File: config.mk
export PLATFORM = sky130hd
export DESIGN_NAME = fetch_buffer_flat
export DESIGN_NICKNAME = d
export VERILOG_FILES = /design/src/rtl/fetch_buffer_pkg.sv /design/src/rtl/fetch_buffer_if.sv /design/src/rtl/fetch_queue.sv /design/src/rtl/fetch_buffer.sv /design/src/flat_wrapper.sv
export SDC_FILE = /design/constraint.sdc
export NUM_CORES = 1
export LEC_CHECK = 0
export CAP_MARGIN = 10
export CORE_MARGIN = 5
export CORE_UTILIZATION = 55
export DETAILED_ROUTE_END_ITERATION = 8
export GPL_TIMING_DRIVEN = 0
export PLACE_DENSITY = 0.8
export SLEW_MARGIN = 25
export SYNTH_ARGS = -nofsm -noshare
export SYNTH_HDL_FRONTEND = slang
export SYNTH_HIERARCHICAL = 1
export SYNTH_SLANG_ARGS = --single-unit
File: constraint.sdc
create_clock -name clk -period 8.5 [get_ports clk]
set_clock_uncertainty 0.1 [all_clocks]
set_input_delay 1.275 -clock clk [delete_from_list [all_inputs] [get_ports clk]]
set_output_delay 1.275 -clock clk [all_outputs]
set_load 0.005 [all_outputs]
File: src/rtl/fetch_buffer_pkg.sv
// Shared widths and encodings for the fetch front end.
package fetch_buffer_pkg;
  localparam int RomAddr  = 6;
  localparam int DataSize = 32;
  // RISC-V canonical NOP (addi x0, x0, 0)
  localparam logic [31:0] NopInst = 32'h00000013;
endpackage

File: src/rtl/fetch_buffer_if.sv
// Valid/ready handshake from the fetch queue head into IF/ID.
interface fetch_buffer_if
  import fetch_buffer_pkg::*;
#(
  parameter int ADDR_W = RomAddr,
  parameter int DATA_W = DataSize
);
  logic              outValid;
  logic              outReady;
  logic [ADDR_W-1:0] outAddr;
  logic [DATA_W-1:0] outInst;

  modport master (output outValid, output outAddr, output outInst, input outReady);
  modport slave  (input outValid, input outAddr, input outInst, output outReady);
endinterface

File: src/rtl/fetch_queue.sv
// Circular queue of {addr, inst} entries with push/pop/flush and head read.
module fetch_queue
  import fetch_buffer_pkg::*;
#(
  parameter int ADDR_W = RomAddr,
  parameter int DATA_W = DataSize,
  parameter int DEPTH  = 4
) (
  input  logic                       clk,
  input  logic                       resetIn,
  input  logic                       flush,
  input  logic                       push,
  input  logic                       pop,
  input  logic [ADDR_W-1:0]          wrAddr,
  input  logic [DATA_W-1:0]          wrInst,
  output logic [$clog2(DEPTH+1)-1:0] count,
  output logic                       headValid,
  output logic [ADDR_W-1:0]          headAddr,
  output logic [DATA_W-1:0]          headInst
);
  localparam int PW = $clog2(DEPTH);
  localparam int CW = $clog2(DEPTH+1);

  logic [PW-1:0]     wrPtr;
  logic [PW-1:0]     rdPtr;
  logic [ADDR_W-1:0] addrMem [DEPTH];
  logic [DATA_W-1:0] instMem [DEPTH];

  always_ff @(posedge clk) begin
    if (resetIn || flush) begin
      wrPtr <= '0;
      rdPtr <= '0;
      count <= '0;
    end else begin
      if (push) wrPtr <= wrPtr + 1'b1;
      if (pop)  rdPtr <= rdPtr + 1'b1;
      count <= count + CW'(push) - CW'(pop);
    end
  end

  // Storage needs no reset; count gates visibility of stale entries.
  always_ff @(posedge clk) begin
    if (push && !resetIn && !flush) begin
      addrMem[wrPtr] <= wrAddr;
      instMem[wrPtr] <= wrInst;
    end
  end

  assign headValid = (count != '0);
  assign headAddr  = addrMem[rdPtr];
  assign headInst  = headValid ? instMem[rdPtr] : NopInst;
endmodule

File: src/rtl/fetch_buffer.sv
// Fetch PC owner: drives the ROM address, queues fetched words, handles redirect.
module fetch_buffer
  import fetch_buffer_pkg::*;
#(
  parameter int                ADDR_W     = RomAddr,
  parameter int                DATA_W     = DataSize,
  parameter int                DEPTH      = 4,
  parameter logic [ADDR_W-1:0] RESET_ADDR = '0
) (
  input  logic                       clk,
  input  logic                       resetIn,
  input  logic                       enable,
  input  logic                       redirect,
  input  logic [ADDR_W-1:0]          redirectAddr,
  output logic [ADDR_W-1:0]          romAddr,
  output logic                       romReq,
  input  logic [DATA_W-1:0]          romInst,
  fetch_buffer_if.master             out,
  output logic [$clog2(DEPTH+1)-1:0] count
);
  localparam int CW = $clog2(DEPTH+1);

  logic [ADDR_W-1:0] fetchPc;
  logic              push;
  logic              pop;
  logic              flush;
  logic              headValid;

  // Redirect wins over any handshake in the same cycle; enable masks everything.
  assign flush = enable && redirect;
  assign pop   = enable && headValid && out.outReady && !redirect;
  assign push  = enable && !resetIn && !redirect && ((count < CW'(DEPTH)) || pop);

  always_ff @(posedge clk) begin
    if (resetIn)    fetchPc <= RESET_ADDR;
    else if (flush) fetchPc <= redirectAddr;
    else if (push)  fetchPc <= fetchPc + 1'b1;
  end

  assign romAddr = fetchPc;
  assign romReq  = push;

  fetch_queue #(
    .ADDR_W (ADDR_W),
    .DATA_W (DATA_W),
    .DEPTH  (DEPTH)
  ) queue (
    .clk       (clk),
    .resetIn   (resetIn),
    .flush     (flush),
    .push      (push),
    .pop       (pop),
    .wrAddr    (fetchPc),
    .wrInst    (romInst),
    .count     (count),
    .headValid (headValid),
    .headAddr  (out.outAddr),
    .headInst  (out.outInst)
  );

  assign out.outValid = headValid;
endmodule
File: src/flat_wrapper.sv
// flat-port wrapper written by rule: the top's interface ports become plain ports
module fetch_buffer_flat import fetch_buffer_pkg::*;
#(
  parameter int                ADDR_W     = RomAddr,
  parameter int                DATA_W     = DataSize,
  parameter int                DEPTH      = 4,
  parameter logic [ADDR_W-1:0] RESET_ADDR = '0
)
  (clk, resetIn, enable, redirect, redirectAddr, romAddr, romReq, romInst, count, out_outValid, out_outAddr, out_outInst, out_outReady);
  fetch_buffer_if #(.ADDR_W(ADDR_W), .DATA_W(DATA_W)) out_i ();
  input  logic clk;
  input  logic resetIn;
  input  logic enable;
  input  logic redirect;
  input  logic [ADDR_W-1:0] redirectAddr;
  output logic [ADDR_W-1:0] romAddr;
  output logic romReq;
  input  logic [DATA_W-1:0] romInst;
  output logic [$clog2(DEPTH+1)-1:0] count;
  output wire logic [$bits(out_i.outValid)-1:0] out_outValid;
  output wire logic [$bits(out_i.outAddr)-1:0] out_outAddr;
  output wire logic [$bits(out_i.outInst)-1:0] out_outInst;
  input wire logic [$bits(out_i.outReady)-1:0] out_outReady;
  assign out_outValid = out_i.outValid;
  assign out_outAddr = out_i.outAddr;
  assign out_outInst = out_i.outInst;
  assign out_i.outReady = out_outReady;
  fetch_buffer #(.ADDR_W(ADDR_W), .DATA_W(DATA_W), .DEPTH(DEPTH), .RESET_ADDR(RESET_ADDR)) u_core (.clk(clk), .resetIn(resetIn), .enable(enable), .redirect(redirect), .redirectAddr(redirectAddr), .romAddr(romAddr), .romReq(romReq), .romInst(romInst), .out(out_i), .count(count));
endmodule
==> flow_summary.toml <==
[status]
status = "finished clean"

[critical_path]
critPathMaxStageDelay_ns = 0.72
worstPathCellList = "nor3_1 -> inv_1 -> clkbuf_1 -> nand2_1 -> a2111oi_4 -> clkdlybuf4s50_1"
startpoint_type = "flip-flop"
critical_path_arrival_ns = 3.44
crit_type = "reg2out"
crit_fanout = 11
cp_slowest_cell = "a2111oi_4"
endpoint_kind = "primary output"
required_ns = 7.12

[clocking]
clockBufferDepth = 2
cts_buffers = 17
clk_pin_slew_ns = 0.06
insertion_delay_ns = 0.42
cts_hold_buf = 0
cts_tree = "built"
cts_htree_levels = 4
clock-sinks = 167
cts_resized = 0
post_cts_buffers = 0
cts-root-buf = "clkbuf_16"

[synth]
synth-xor-area-share_pct = 0.898
synth-seq-cells = 167
synthMuxAreaShare_pct = 13.2
syn_area_mm2 = 0.00655
syn_avg_cell_area_um2 = 20.0
yosysWarnings = 6
synth_compound_area_share_pct = 2.22
synth-adder-area-share_pct = 1.64
synth_top_family_by_area = "multiplexers"
synth_edf_count = 152
synth_ff_type = "edfxtp_1"
synth_cell_types = 36
synth_seq_area_share_pct = 74.3
synthSimpleGateAreaFrac_pct = 5.77
syn_inst = 327
async_flop_share_pct = 0
synth_fp_nets = 378

[floorplanning]
core_mm2 = 0.0116
fp.dieArea_mm2 = 0.0142
fp-row-count = 39
ios = 92
die_x_um = 119
die_y_um = 119
start_util_pct = 56.6

[cells_and_area]
insertedDiodeCount = 0
utilization_pct = 72.4
drive_gt1_share_pct = 20.0
synthToLayoutAreaGrowth_pct = 27.8
final_cells = 597
nets = 492

[pwr]
leakagePower_uw = 0.00273
vdd_ir_drop_max_mv = 0.183
p_per_area_mw_per_mm2 = 212

[global_routing]
grt_pass1_wl_mm = 20.0
grt_overflow = 0
first_global_vias = 3705
antenna_found_initial = 0
grt_max_degree = 24
grt_use_total_pct = 19.0

[sta]
fmax_mhz = 208
finalCritPeriodShare_pct = 56.6
setup_ws_ns = 3.69
final.min_clock_period_ns = 4.81
finalHoldViolations = 0
slew_headroom_pct = 53.0
rsz0062_at_grt = "false"
tightest_slew_ns = 0.705
report.final.slew_viol_count = 0
tns_ns = 0
setup_viol = 0

[placed_design]
hpwl_mm = 7.99
gp_congestion = 0.806
post-place-ws_ns = 3.62
dp_cells = 565
place.port_buffers = 91

[drt]
viasPerCell = 5.61
drc = 0
totalWireLength_mm = 12.6
vias = 3348
initialDrtViolationCount = 189
dr.pass1.iters = 4
wire_per_inst_um = 21.1
antenna_left = 0

[run]
maxCapViolCount = 0

[hold_path]
worstHoldPathType = "reg2reg"
[synth_stat cells (2+ instances only)]
cell,instances,area share [%]
a2111oi_2,2,0.46
a211oi_1,2,0.23
a21o_1,2,0.23
a21oi_1,7,0.53
and2_1,31,3.0
and3_1,4,0.38
buf_12,2,0.61
buf_2,4,0.31
clkbuf_1,6,0.34
dfxtp_1,15,4.6
edfxtp_1,152,70
ha_1,7,1.3
inv_1,9,0.52
mux4_2,38,13
nand2_1,6,0.34
nand2b_1,3,0.29
nand3_1,2,0.15
nor2_1,8,0.46
nor3_1,4,0.31
o32ai_1,2,0.27
or2_1,3,0.29
xnor2_1,4,0.53
[logic make-up (layout without fill, tap and decap cells)]
| family | Yosys count | count (layout) |
|---|---|---|
| AOI/OAI and AO/OA | 19 | 19 |
| xor gates and xnor gates | 5 | 5 |
| adders and majority gates | 8 | 8 |
| buffers and inverters | 23 | 150 |
| DFF | 167 | 167 |
| muxes | 39 | 39 |
| and+or+nand+nor | 66 | 66 |
[report_power, final]
group | switching, µW | internal (µW)
Sequential | 5.59 | 902
Clock | 293 | 481
Combinational | 39.1 | 54.0
[per-layer routing]
metal	vias up	global-route usage, %	share of wire (%)
met2	115	31.7	53
met3	14	7.30	6.4
met5	-	0	0
met1	1689	23.2	40
met4	0	5.79	1.2
li1	1530	-	-
[stage by stage]
stage	cell area, µm²	hold slack, ns	power, µW
2_1_floorplan	6550	0.399	955
3_3_place_gp	7640	0.415	1010
5_1_grt	8370	0.467	1840
4_1_cts	8360	0.445	1790
6_report	8370	0.441	1770
3_5_place_dp	7740	0.436	1020
[worst paths after layout]
| path | from | to | slack [ns] | cells past startpoint |
|---|---|---|---|---|
| max reg2reg | u_core/queue/count[2] | u_core/queue/count[2] | 4.66 | 12 |
| min | u_core/romAddr[5] | u_core/queue/addrMem[3][5] | 0.44 | 0 |
| min reg2reg | u_core/romAddr[5] | u_core/queue/addrMem[3][5] | 0.44 | 0 |
| max | u_core/queue/count[2] | romReq | 3.69 | 6 |
[worst max-delay path: cells and delay by family (launching register included)]
family / cells / cell delay (ns)
DFF: 1 / 0.52
AOI/OAI and AO/OA: 1 / 0.72
buffers and inverters: 3 / 1.25
and+or+nand+nor: 2 / 0.52
[final cells by class]
type                    count  area, µm²
plain buffers              13       93.8
clock buffers              21        503
clock inverters            11        118
fillers                   693       3190
inverters                  10       37.5
multi-input cells         137       1570
flip-flops and latches    167       4860
well taps                 143        179
repair buffers             95       1010
[sequential cells by signal, summed over array words and instances (netlist names), named ones only]
signal,cells
u_core/queue/instMem,128
u_core/queue/wrPtr,2
u_core/queue/addrMem,24
u_core/romAddr,6
u_core/queue/rdPtr,2
u_core/queue/count,3
[cell usage in the layout (no fill, tap or decap), types with 2 or more instances in the layout]
cell type / instances
a211oi_1: 2
clkinv_4: 2
buf_16: 2
and2_1: 31
buf_2: 4
nand2b_1: 3
clkbuf_16: 19
edfxtp_1: 152
or2_1: 3
nand3_1: 2
a21o_1: 2
inv_1: 9
o32ai_1: 2
ha_1: 7
clkbuf_8: 2
mux4_2: 38
clkdlybuf4s50_1: 91
nor2_1: 8
and3_2: 4
xnor2_1: 4
clkinv_2: 5
nand2_1: 6
clkbuf_1: 6
clkinvlp_4: 2
buf_12: 4
bufinv_16: 2
nor3_1: 4
dfxtp_1: 15
a21oi_1: 7
Power figures use the tool's default switching activity.
